--- src/rtl/rsa_pkg.sv ---
// rsa_pkg: shared state encoding, default sizing and phase indices for the RSA sequencer
package rsa_pkg;
    localparam int WIDTH_D   = 8;
    localparam int CNT_W_D   = 16;
    localparam int TIMEOUT_D = 4096;
    localparam logic [1:0] PH_KG  = 2'd0;
    localparam logic [1:0] PH_ENC = 2'd1;
    localparam logic [1:0] PH_DEC = 2'd2;
    typedef enum logic [3:0] {
        IDLE, LATCH, KG_GO, KG_WAIT, ENC_GO, ENC_WAIT, DEC_GO, DEC_WAIT, FIN
    } state_t;
endpackage

--- src/rtl/rsa_phase_timer.sv ---
// rsa_phase_timer: shared saturating phase counter with watchdog compare
module rsa_phase_timer
    import rsa_pkg::*;
#(
    parameter int CNT_W   = CNT_W_D,
    parameter int TIMEOUT = TIMEOUT_D
) (
    input  logic             clk,
    input  logic             rst_n,
    input  logic             clr,
    input  logic             inc,
    output logic [CNT_W-1:0] cnt,
    output logic             tmo
);
    logic [CNT_W:0] cnt_p1;
    assign cnt_p1 = {1'b0, cnt} + (CNT_W+1)'(1);
    // tmo flags the cycle whose would-be latency reaches TIMEOUT
    assign tmo = inc && (cnt_p1 == (CNT_W+1)'(TIMEOUT));
    always_ff @(posedge clk or negedge rst_n) begin
        if (!rst_n)
            cnt <= '0;
        else if (clr)
            cnt <= '0;
        else if (inc && !(&cnt))
            cnt <= cnt_p1[CNT_W-1:0];
    end
endmodule

--- src/rtl/rsa_seq_ctrl.sv ---
// rsa_seq_ctrl: sequences KeyGen -> encrypt -> decrypt, measuring per-phase latency
module rsa_seq_ctrl
    import rsa_pkg::*;
#(
    parameter int WIDTH   = WIDTH_D,
    parameter int CNT_W   = CNT_W_D,
    parameter int TIMEOUT = TIMEOUT_D
) (
    input  logic               clk,
    input  logic               rst_n,
    input  logic               start,
    input  logic [WIDTH-1:0]   p,
    input  logic [WIDTH-1:0]   q,
    input  logic [WIDTH-1:0]   m,
    output logic               keygen_start,
    output logic               enc_start,
    output logic               dec_start,
    input  logic               keygen_finish,
    input  logic               enc_finish,
    input  logic               dec_finish,
    output logic               p_q_m_valid,
    output logic [WIDTH-1:0]   p_r,
    output logic [WIDTH-1:0]   q_r,
    output logic [WIDTH-1:0]   m_r,
    output logic [2*WIDTH-1:0] n,
    input  logic [WIDTH-1:0]   m_decrypted,
    output logic               busy,
    output logic               done,
    output logic               match,
    output logic               timeout,
    output logic [CNT_W-1:0]   kg_cycles,
    output logic [CNT_W-1:0]   enc_cycles,
    output logic [CNT_W-1:0]   dec_cycles
);
    state_t state, state_nx;
    logic [1:0] phase;
    logic waiting, go, fin_sel, tmo;
    logic [CNT_W-1:0] cnt, cnt_p1;

    assign phase   = (state == KG_GO || state == KG_WAIT)   ? PH_KG  :
                     (state == ENC_GO || state == ENC_WAIT) ? PH_ENC : PH_DEC;
    assign waiting = state inside {KG_WAIT, ENC_WAIT, DEC_WAIT};
    assign go      = state inside {KG_GO, ENC_GO, DEC_GO};
    // only the active phase's finish is ever looked at
    assign fin_sel = phase == PH_KG ? keygen_finish : phase == PH_ENC ? enc_finish : dec_finish;
    assign cnt_p1  = cnt + CNT_W'(1);

    assign keygen_start = state == KG_GO;
    assign enc_start    = state == ENC_GO;
    assign dec_start    = state == DEC_GO;
    assign busy         = state != IDLE;
    assign p_q_m_valid  = busy;
    assign done         = state == FIN;

    rsa_phase_timer #(.CNT_W(CNT_W), .TIMEOUT(TIMEOUT)) u_timer (
        .clk  (clk),
        .rst_n(rst_n),
        .clr  (go),
        .inc  (waiting),
        .cnt  (cnt),
        .tmo  (tmo)
    );

    always_ff @(posedge clk or negedge rst_n) begin
        if (!rst_n)
            state <= IDLE;
        else
            state <= state_nx;
    end

    always_comb begin
        state_nx = state;
        case (state)
            IDLE:     state_nx = start ? LATCH : IDLE;
            LATCH:    state_nx = KG_GO;
            KG_GO:    state_nx = KG_WAIT;
            KG_WAIT:  state_nx = fin_sel ? ENC_GO : tmo ? FIN : KG_WAIT;
            ENC_GO:   state_nx = ENC_WAIT;
            ENC_WAIT: state_nx = fin_sel ? DEC_GO : tmo ? FIN : ENC_WAIT;
            DEC_GO:   state_nx = DEC_WAIT;
            DEC_WAIT: state_nx = (fin_sel || tmo) ? FIN : DEC_WAIT;
            FIN:      state_nx = IDLE;
            default:  state_nx = IDLE;
        endcase
    end

    always_ff @(posedge clk or negedge rst_n) begin
        if (!rst_n) begin
            p_r        <= '0;
            q_r        <= '0;
            m_r        <= '0;
            n          <= '0;
            match      <= 1'b0;
            timeout    <= 1'b0;
            kg_cycles  <= '0;
            enc_cycles <= '0;
            dec_cycles <= '0;
        end else begin
            if (state == IDLE && start) begin
                p_r        <= p;
                q_r        <= q;
                m_r        <= m;
                match      <= 1'b0;
                timeout    <= 1'b0;
                kg_cycles  <= '0;
                enc_cycles <= '0;
                dec_cycles <= '0;
            end
            if (state == LATCH)
                n <= {{WIDTH{1'b0}}, p_r} * {{WIDTH{1'b0}}, q_r};
            if (waiting && fin_sel && phase == PH_KG)
                kg_cycles <= cnt_p1;
            if (waiting && fin_sel && phase == PH_ENC)
                enc_cycles <= cnt_p1;
            if (waiting && fin_sel && phase == PH_DEC)
                dec_cycles <= cnt_p1;
            // a finish coinciding with the watchdog wins
            if (waiting && !fin_sel && tmo)
                timeout <= 1'b1;
            if (state == FIN)
                match <= (m_decrypted == m_r) && !timeout;
        end
    end
endmodule
--- config.mk ---
export PLATFORM = sky130hd
export DESIGN_NAME = rsa_seq_ctrl
export DESIGN_NICKNAME = d
export VERILOG_FILES = /design/src/rtl/rsa_pkg.sv /design/src/rtl/rsa_phase_timer.sv /design/src/rtl/rsa_seq_ctrl.sv
export SDC_FILE = /design/constraint.sdc
export NUM_CORES = 1
export LEC_CHECK = 0
export CORE_MARGIN = 2
export CORE_UTILIZATION = 54
export CTS_CLUSTER_SIZE = 14
export DETAILED_ROUTE_END_ITERATION = 8
export PLACE_DENSITY = 0.82
export RECOVER_POWER = 50
export SKIP_CTS_REPAIR_TIMING = 1
export SYNTH_ARGS = -nofsm -noshare
export SYNTH_HDL_FRONTEND = slang
export SYNTH_HIERARCHICAL = 1
export SYNTH_SLANG_ARGS = --single-unit
export TNS_END_PERCENT = 1
--- constraint.sdc ---
create_clock -name clk -period 6.2 [get_ports clk]
set_clock_uncertainty 0.2 [all_clocks]
set_input_delay 1.86 -clock clk [delete_from_list [all_inputs] [get_ports clk]]
set_output_delay 1.86 -clock clk [all_outputs]
set_load 0.01 [all_outputs]
==> run metrics <==
outcome=finished, violations left; failing checks=capacitance limit, slew limit; Critical Path RT=6.24 ns; Initial Utilization=a little under three fifths; TNS Setup=0 ns; Mapped Area=0.00737 mm^2; EDFF count, synth=0; IO Pins=~130; Rel. slew slack=-129%; clock edge transition at the registers on the reported setup and hold paths=about 0.080 ns; DP Cell Count=around 1000; Post-DRT Antenna Nets=0; die area=0.0146 mm^2; cells on worst reg2reg path=13; Unique masters post-synth=68; Final setup viols=0; Placer Congestion=around 0.92; worst hold start=n[3]; core area=0.0133 mm^2; CP Launch Type=register; routed vias=around 5900; GRT Total Usage=25.8%; Die Y=roughly 120 um; Finished Layout Cells=approximately 1000; fmax=201 MHz; Area growth, synth to finish=22.6%; Async SR Flop Fraction=between 90% and 100%; Area contributors post-synth=dfrtp_1 (37%), fa_1 (9.8%), ha_1 (6.5%), nand2_1 (5.2%), and2_1 (4.5%); FF-to-FF End=n[15]; Synth top area share=between 30% and 40%; port bufs=around 130; DIE WIDTH=121 um; Hold WC Path Type=register to register; CTS tree=yes; global route overflow=0; post-synthesis net count=roughly 860; post-DP HPWL=13100 um; Reg2Reg Setup Slack=about 1.2 ns; Clock Tree Buf Depth=2; DRC=0; Sink Count=110; Final Max Slew Viols=102; number of global-route vias before repair=5978; Pre-antenna DRT Iters=5; initial DRC count=between 400 and 500; row count=42; Hold Violations, Final=0; fill count=~1100; antenna diode instance count=0; Mean Syn Cell Area=between 9 and 10 um^2; initial antenna violation count=0; Worst Hold Margin=~0.28 ns; H-tree depth=3; crit path time final=a little under 5 ns; layout cells sized above 1=5.84%; via/cell ratio=roughly 5.6; Num CTS Buffers=9; dominant synthesized flop cell=dfrtp_1; Crit. End Element=register; most frequent cell after synthesis=dfrtp_1; Final period util=80.1%; first-pass GRT wire length=roughly 30000 um; pre-CTS WS=around 1.3 ns; Critical R2R Launch=q_r[7]; Routed WL per cell=around 17 um; Max-Cap Viols=2; sequential share of the synthesized area=37.4%; crit-path max FO=10; worst-margin pin slew=approximately 3.4 ns; top cells by count, synth=dfrtp_1 (110), nand2_1 (102), inv_1 (63); Yosys reg bits=110; clk_lat worst skew=around 0.36 ns; Hold Crit Endpoint=n[3]; CP arrival=around 5 ns; nets=980; Synth area leader=dfrtp_1; Setup Crit Path Kind=register to register; hold depth=2; largest net degree at the start of global routing=64; Root Driver=clkbuf_16; setup ws final=between 1 and 1.5 ns; Yosys warning total=6; Post-Syn Instances=between 700 and 800; RSZ-0062 raised after global routing=no; WL final=roughly 18000 um
==> cells in the final DEF (no fill, tap or decap), types with 2 or more instances in the layout <==
cell	count
dfrtp_1	110
o2111ai_1	7
a21oi_1	12
nand2b_1	4
inv_1	63
nand3b_1	2
or3_1	2
clkbuf_1	2
and4_1	4
nor3_1	14
nand3_1	19
mux2i_1	20
and3_1	6
a211o_1	2
nand2_1	102
xnor2_1	11
inv_8	3
buf_4	2
nor2_1	35
nor4_1	4
dlygate4sd3_1	22
fa_1	36
o21ai_0	47
nor2b_1	4
and2_0	2
and2_1	52
nand4_1	13
o21a_1	3
xor2_1	34
mux2_2	24
a211oi_1	9
o31ai_1	2
ha_1	38
or4_1	3
o211ai_1	7
clkdlybuf4s50_1	110
a21o_1	3
clkbuf_16	9
==> worst max-delay path by stage <==
stage	depth (start not counted)	endpoint	from
CTS	13	n[15]	q_r[7]
finish	13	n[15]	q_r[7]
global placement	13	n[15]	q_r[7]
floorplan	13	n[15]	q_r[7]
global route	2	p_r[1]	rst_n
detailed placement	13	n[15]	q_r[7]
==> cells by family after synthesis <==
group | after synthesis | share of synthesized area [%]
XOR/XNOR | 45 | 5.35
buffers and inverters | 94 | 5.64
AO/OA/AOI/OAI | 109 | 10.2
adder cells (fa/ha/maj) | 74 | 16.2
multiplexers | 44 | 6.38
AND/OR/NAND/NOR | 275 | 18.8
flip-flops | 110 | 37.4
==> per-stage QoR <==
| step | area, um^2 | utilization (%) |
|---|---|---|
| 3_3_place_gp | 8780 | 66.0 |
| 2_1_floorplan | 7370 | - |
| 5_1_grt | 9030 | 67.9 |
| 3_5_place_dp | 8780 | 66.0 |
| 6_report | 9030 | 67.9 |
| 4_1_cts | 9080 | 68.3 |
==> metal layers <==
metal / share of wire, % / up-vias / GRT usage (%)
met3: 6.1 / 33 / 4.62
met1: 45 / 2919 / 36.3
li1: - / 2772 / -
met2: 47 / 193 / 40.1
met4: 2.4 / 0 / 9.08
met5: 0 / - / 0
==> registers in the layout, summed over array words and instances (netlist names) <==
signal / cells
p_r: 8
q_r: 8
match: 1
timeout: 1
enc_cycles: 16
m_r: 8
state: 4
dec_cycles: 16
u_timer/cnt: 16
kg_cycles: 16
n: 16
==> critical path: stages (launching register included) <==
cell	delay (ns)
dfrtp_1	0.48
and2_1	0.22
fa_1	0.51
fa_1	0.54
fa_1	0.55
inv_1	0.05
fa_1	0.53
inv_1	0.04
ha_1	0.36
or2_0	0.25
a211oi_1	0.39
a21oi_1	0.12
o2111ai_1	0.22
or3b_1	0.37
==> final cells by class <==
class | instances | area (um^2) | share of cell area (%)
clock buffers | 9 | 225 | 2.49
clock inverters | 7 | 82.6 | 0.914
inverters | 64 | 240 | 2.66
multi-input cells | 547 | 4170 | 46.1
flip-flops and latches | 110 | 2750 | 30.5
well taps | 176 | 220 | 2.44
repair buffers | 136 | 1340 | 14.9
Power is not shown: default switching activity piles up to over one toggle a cycle in this logic, so the estimate is an artifact.
